`config.mk`:
```
export PLATFORM = sky130hd
export DESIGN_NAME = exu_muldiv
export DESIGN_NICKNAME = d
export VERILOG_FILES = /design/src/rtl/exu_muldiv.sv
export SDC_FILE = /design/constraint.sdc
export NUM_CORES = 2
export LEC_CHECK = 0
export ABC_CLOCK_PERIOD_IN_PS = 11050
export CORE_AREA = 3 3 320 322
export DETAILED_ROUTE_END_ITERATION = 6
export DIE_AREA = 0 0 323 325
export PLACE_DENSITY = 0.77
export SYNTH_ARGS = -nofsm -noshare
export SYNTH_HDL_FRONTEND = slang
export SYNTH_SLANG_ARGS = --single-unit
```
`constraint.sdc`:
```
create_clock -name clk -period 11.05 [get_ports clk]
set_input_delay 1.105 -clock clk [delete_from_list [all_inputs] [get_ports clk]]
set_output_delay 1.105 -clock clk [all_outputs]
set_load 0.02 [all_outputs]
```
`src/rtl/exu_muldiv.sv`:
```
// rtl/exu_muldiv.sv - execute unit: XLEN ALU plus multi-cycle RV32M/RV64M multiply/divide
module exu_muldiv #(
    parameter int XLEN    = 32,
    parameter int MUL_LAT = 2,
    parameter int TAG_W   = 5
) (
    input  logic             clk,
    input  logic             rst,
    input  logic             flush,
    input  logic             in_valid,
    output logic             in_ready,
    input  logic [4:0]       in_op,
    input  logic [XLEN-1:0]  in_src1,
    input  logic [XLEN-1:0]  in_src2,
    input  logic [TAG_W-1:0] in_tag,
    output logic             out_valid,
    input  logic             out_ready,
    output logic [XLEN-1:0]  out_result,
    output logic [TAG_W-1:0] out_tag,
    output logic             busy
);
    localparam int SH_W    = $clog2(XLEN);
    localparam int CNT_MAX = (XLEN > MUL_LAT) ? XLEN : MUL_LAT;
    localparam int CNT_W   = $clog2(CNT_MAX + 1);

    typedef enum logic [1:0] {S_IDLE, S_MUL, S_DIV, S_DONE} state_t;
    state_t state_q, state_d;

    logic [CNT_W-1:0] cnt_q;
    logic [TAG_W-1:0] tag_q;
    logic [XLEN-1:0]  mul_res_q, quo_q, rem_q, dvs_q;
    logic             neg_q_q, neg_r_q, is_rem_q;

    logic            accept, fire, is_mul, is_div, div_signed, div_zero, div_ovf, div_early;
    logic            load_imm, load_mul, load_div, last_step;
    logic [XLEN-1:0] imm_res, div_res, a_mag, b_mag, quo_nx, rem_nx;
    logic [XLEN:0]   rem_sh, diff;
    logic            mul_sa, mul_sb;
    logic [2*XLEN-1:0] mul_a, mul_b, prod;

    assign fire       = out_valid && out_ready;
    assign accept     = in_valid && in_ready && !flush;
    assign is_mul     = (in_op[4:2] == 3'b100);
    assign is_div     = (in_op[4:2] == 3'b101);
    assign div_signed = is_div && !in_op[0];
    assign div_zero   = (in_src2 == '0);
    assign div_ovf    = div_signed && (in_src1 == {1'b1, {(XLEN-1){1'b0}}}) && (in_src2 == '1);
    assign div_early  = div_zero || div_ovf;
    assign a_mag      = (div_signed && in_src1[XLEN-1]) ? -in_src1 : in_src1;
    assign b_mag      = (div_signed && in_src2[XLEN-1]) ? -in_src2 : in_src2;
    // Results available at accept: ALU ops, divide early-outs, and single-cycle multiplies.
    assign load_imm   = accept && ((!is_mul && !(is_div && !div_early)) || (is_mul && (MUL_LAT == 1)));
    assign last_step  = (cnt_q == CNT_W'(1));
    assign load_mul   = (state_q == S_MUL) && last_step && !flush;
    assign load_div   = (state_q == S_DIV) && last_step && !flush;

    // State register.
    always_ff @(posedge clk) begin
        if (rst) state_q <= S_IDLE;
        else     state_q <= state_d;
    end

    // Next-state: DONE behaves like IDLE for accepting, so a fire and a new accept can share a cycle.
    always_comb begin
        state_d = state_q;
        case (state_q)
            S_IDLE, S_DONE: begin
                if (accept) begin
                    if (load_imm)    state_d = S_DONE;
                    else if (is_mul) state_d = S_MUL;
                    else             state_d = S_DIV;
                end else if (fire) begin
                    state_d = S_IDLE;
                end
            end
            S_MUL:   if (last_step) state_d = S_DONE;
            S_DIV:   if (last_step) state_d = S_DONE;
            default: state_d = S_IDLE;
        endcase
        if (flush) state_d = S_IDLE;
    end

    // Handshake and status outputs derived from the current state.
    always_comb begin
        out_valid = (state_q == S_DONE);
        in_ready  = !rst && ((state_q == S_IDLE) || ((state_q == S_DONE) && out_ready));
        busy      = (state_q != S_IDLE) || out_valid;
    end

    // Full 2*XLEN product; sign-extending to 2*XLEN makes the modular product exact.
    always_comb begin
        mul_sa = (in_op[1:0] != 2'b11);
        mul_sb = !in_op[1];
        mul_a  = {{XLEN{mul_sa & in_src1[XLEN-1]}}, in_src1};
        mul_b  = {{XLEN{mul_sb & in_src2[XLEN-1]}}, in_src2};
        prod   = mul_a * mul_b;
    end

    // Immediate result select: ALU ops, multiply halves, divide early-out values.
    always_comb begin
        imm_res = in_src1 + in_src2;
        case (in_op)
            5'd1:  imm_res = in_src1 - in_src2;
            5'd2:  imm_res = in_src1 & in_src2;
            5'd3:  imm_res = in_src1 | in_src2;
            5'd4:  imm_res = in_src1 ^ in_src2;
            5'd5:  imm_res = in_src1 << in_src2[SH_W-1:0];
            5'd6:  imm_res = in_src1 >> in_src2[SH_W-1:0];
            5'd7:  imm_res = $unsigned($signed(in_src1) >>> in_src2[SH_W-1:0]);
            5'd8:  imm_res = {{(XLEN-1){1'b0}}, $signed(in_src1) < $signed(in_src2)};
            5'd9:  imm_res = {{(XLEN-1){1'b0}}, in_src1 < in_src2};
            5'd10: imm_res = in_src2;
            5'd11: imm_res = in_src1;
            5'd16: imm_res = prod[XLEN-1:0];
            5'd17, 5'd18, 5'd19: imm_res = prod[2*XLEN-1:XLEN];
            5'd20, 5'd21, 5'd22, 5'd23: begin
                if (div_zero) imm_res = in_op[1] ? in_src1 : '1;
                else          imm_res = in_op[1] ? '0 : in_src1;
            end
            default: imm_res = in_src1 + in_src2;
        endcase
    end

    // One restoring divide step; the final step also applies the result sign.
    always_comb begin
        rem_sh = {rem_q, quo_q[XLEN-1]};
        diff   = rem_sh - {1'b0, dvs_q};
        quo_nx = {quo_q[XLEN-2:0], ~diff[XLEN]};
        rem_nx = diff[XLEN] ? rem_sh[XLEN-1:0] : diff[XLEN-1:0];
        if (is_rem_q) div_res = neg_r_q ? -rem_nx : rem_nx;
        else          div_res = neg_q_q ? -quo_nx : quo_nx;
    end

    // Datapath: operand capture, iteration, and the held output register.
    always_ff @(posedge clk) begin
        if (rst) begin
            cnt_q      <= '0;
            tag_q      <= '0;
            mul_res_q  <= '0;
            quo_q      <= '0;
            rem_q      <= '0;
            dvs_q      <= '0;
            neg_q_q    <= 1'b0;
            neg_r_q    <= 1'b0;
            is_rem_q   <= 1'b0;
            out_result <= '0;
            out_tag    <= '0;
        end else if (flush) begin
            cnt_q <= '0;
        end else begin
            if (accept) begin
                tag_q     <= in_tag;
                mul_res_q <= imm_res;
                quo_q     <= a_mag;
                rem_q     <= '0;
                dvs_q     <= b_mag;
                neg_q_q   <= div_signed && (in_src1[XLEN-1] ^ in_src2[XLEN-1]);
                neg_r_q   <= div_signed && in_src1[XLEN-1];
                is_rem_q  <= in_op[1];
                if (load_imm)    cnt_q <= '0;
                else if (is_mul) cnt_q <= CNT_W'(MUL_LAT - 1);
                else             cnt_q <= CNT_W'(XLEN);
            end else if ((state_q == S_MUL) || (state_q == S_DIV)) begin
                cnt_q <= cnt_q - CNT_W'(1);
                if (state_q == S_DIV) begin
                    quo_q <= quo_nx;
                    rem_q <= rem_nx;
                end
            end
            if (load_imm) begin
                out_result <= imm_res;
                out_tag    <= in_tag;
            end else if (load_mul) begin
                out_result <= mul_res_q;
                out_tag    <= tag_q;
            end else if (load_div) begin
                out_result <= div_res;
                out_tag    <= tag_q;
            end
        end
    end
endmodule

```
==> flow_metrics.env <==
export IMPL_max_stage_delay_ns=0.82
export IMPL_finClkSkew_ns=0.01685
export IMPL_drv_slew=0
export IMPL_vias=57690
export IMPL_slowest_stage="fa_1"
export IMPL_htreeDepth=4
export IMPL_synth_seq_cells=181
export IMPL_synth_compound_area_frac=0.1446
export IMPL_place_congestion=1.110
export IMPL_routedWlPerCell_um=29.71
export IMPL_tns_ns=0
export IMPL_dieHeight_um=325
export IMPL_grt_max_degree=86
export IMPL_clk_pin_slew_ns=0.07
export IMPL_fmax_ghz=0.09525
export IMPL_dp_cells=8595
export IMPL_clk_root_buffer_cell="clkbuf_16"
export IMPL_muxShareOfSynthArea=0.02615
export IMPL_ys_top_cells_by_area="fa_1 38%, inv_1 7.9%, ha_1 7.4%"
export IMPL_areaGrowthSynthToFinish_pct=5.348
export IMPL_use_met2=0.6807
export IMPL_crit_top_cell="fa_1"
export IMPL_synth_xor_area_frac=0.03577
export IMPL_violations="DRC"
export IMPL_hold_ws_ns=0.4541
export IMPL_grt_pass1_wl_mm=376.5
export IMPL_drtAntennaViolNets=0
export IMPL_hold_viol_final=0
export IMPL_io_pins=119
export IMPL_critPathTopFamily="adder cells"
export IMPL_holdBufCountCts=0
export IMPL_grt_busiest_layer="met2"
export IMPL_place_hpwl_mm=202.9
export IMPL_grtUsageMet3=0.1862
export IMPL_rows=116
export IMPL_core_area_mm2=0.09986
export IMPL_slew_headroom=0.1080
export IMPL_insertion_delay_ns=0.45
export IMPL_start_util=0.5984
export IMPL_drive_above_1_share=0.06154
export IMPL_gr_total_overflow=0
export IMPL_syn_nets=8996
export IMPL_ys_types=107
export IMPL_drt_vias_per_instance=6.680
export IMPL_grt_setup_unrepaired="no"
export IMPL_min_path_type="flop to flop"
export IMPL_fin_crit_ns=10.50
export IMPL_seq_area_frac_synth=0.06064
export IMPL_use_met1=0.6379
export IMPL_run_status="finished with violations"
export IMPL_final_net_count=8875
export IMPL_cp_num_buf_inv=8
export IMPL_netlist_area_mm2=0.05975
export IMPL_final_period_utilization=0.9501
export IMPL_worstSetupStartpointType="primary input"
export IMPL_path_max_fanout=10
export IMPL_required_ns=11.39
export IMPL_cts_resized=0
export IMPL_critPathKind="primary input to flop"
export IMPL_design_area_mm2=0.06295
export IMPL_cts_buffers_inserted=17
export IMPL_synth_top_family_by_area="adder cells"
export IMPL_worst_slew_pin_slew_ns=1.324
export IMPL_drt_iter0_drc=8438
export IMPL_port_buffers=118
export IMPL_synthFlopType="dfxtp_1"
export IMPL_endpoint_kind="flop"
export IMPL_cts_setup_buffers=0
export IMPL_ys_async_sr_fraction=0
export IMPL_placed_cell_area_mm2=0.06234
export IMPL_synth_top_cell_area_share=0.3779
export IMPL_synth_simple_area_share=0.1670
export IMPL_die_x_um=323
export IMPL_drc=3
export IMPL_clockBufferDepth=2
export IMPL_yosysTopAreaCell="fa_1"
export IMPL_wirelength_mm=256.6
export IMPL_synth_area_per_cell_um2=8.034
export IMPL_yosysWarnings=0
export IMPL_netlist_instances=7437
export IMPL_firstDrtPassIters=7
export IMPL_die_area_mm2=0.1050
export IMPL_finalNonFillerCells=8636
export IMPL_antenna_found_initial=22
export IMPL_synth_edff_count=0
export IMPL_grt_pass1_vias=57190
export IMPL_grt_total_usage=0.4898
export IMPL_cts_tree="built"
export IMPL_cts_sinks=181
export IMPL_setup_viol=0
export IMPL_synth_adder_area_share=0.4516
export IMPL_critPathArrivalTime_ns=10.84
export IMPL_cap_viol_max_count=0
[worst paths after layout]
kind	slack (ns)	from	cells past startpoint	endpoint
max reg2reg	3.68	quo_q[31]	22	out_result[28]
max	0.55	in_src2[17]	26	out_result[25]
min reg2reg	0.45	mul_res_q[21]	2	mul_res_q[21]
min	0.45	mul_res_q[21]	2	mul_res_q[21]
[cell usage in the layout, fill, tap and decap left out, drive strengths merged, types with 127 or more instances in the layout]
master and n:
buf 279, ha 352, xnor2 177, inv 1267
fa 1128, nand3 127, nor2 797, dfxtp 181
a21oi 352, o21ai 289, nand2 1002
[cell usage after synthesis, drive strengths merged (34+ instances only)]
| cell type | n |
|---|---|
| nand2b | 44 |
| a221oi | 52 |
| a31oi | 35 |
| mux2i | 68 |
| a22oi | 63 |
| mux4 | 34 |
| buf | 154 |
| a21oi | 352 |
| clkbuf | 349 |
| a211oi | 55 |
| nand3 | 127 |
| o31ai | 55 |
| dfxtp | 181 |
| xor2 | 67 |
| nand4 | 38 |
| ha | 352 |
| nor3 | 92 |
| or3 | 42 |
| nor2 | 797 |
| inv | 1261 |
| fa | 1128 |
| nand2 | 1002 |
| xnor2 | 177 |
| o21ai | 289 |
| a21o | 48 |
[layer usage]
layer | routed length (µm) | share of wire
met1 | 91370 | 0.36
met4 | 21830 | 0.085
met3 | 40630 | 0.16
met2 | 102600 | 0.40
met5 | 132 | 0.00051
[stage by stage]
stage | setup slack, ns | util
after global routing | 0.3927 | 0.6301
after detailed placement | 0.4772 | 0.6243
final | 0.5515 | 0.6304
after CTS | 0.9288 | 0.6301
after global placement | 0.4948 | 0.6243
after floorplan | 1.115 | -
[tightest hold or removal path: stages, from the launching register on]
cell	delay [ns]
dfxtp_1	0.31
nand3_1	0.06
nand2_1	0.04
[registers in the layout (all words and copies together) (netlist names)]
register and flops:
dvs_q 32, out_tag 5, quo_q 32, state_q 2, neg_r_q 1, mul_res_q 32, cnt_q 6, rem_q 32
tag_q 5, neg_q_q 1, out_result 32, is_rem_q 1
[logic make-up (layout without fill, tap and decap cells)]
kind of cell | Yosys count | after routing
AND/OR/NAND/NOR | 2327 | 2327
AO/OA/AOI/OAI | 1304 | 1304
adder cells (fa/ha/maj) | 1480 | 1480
other | 0 | 10
multiplexers | 112 | 112
XOR/XNOR | 244 | 244
buffers and inverters | 1789 | 1680
flip-flops | 181 | 181
[layout make-up]
cell class	instances	area (µm²)
Antenna cell	10	25.02
Tap cell	1298	1624
Multi-Input combinational cell	5467	49370
Fill cell	8781	36910
Clock inverter	14	151.4
Sequential cell	181	3623
Timing Repair Buffer	363	2898
Clock buffer	17	425.4
Inverter	1286	4827
Power is not shown: default switching activity piles up to over one toggle a cycle in this logic, so the estimate is an artifact.
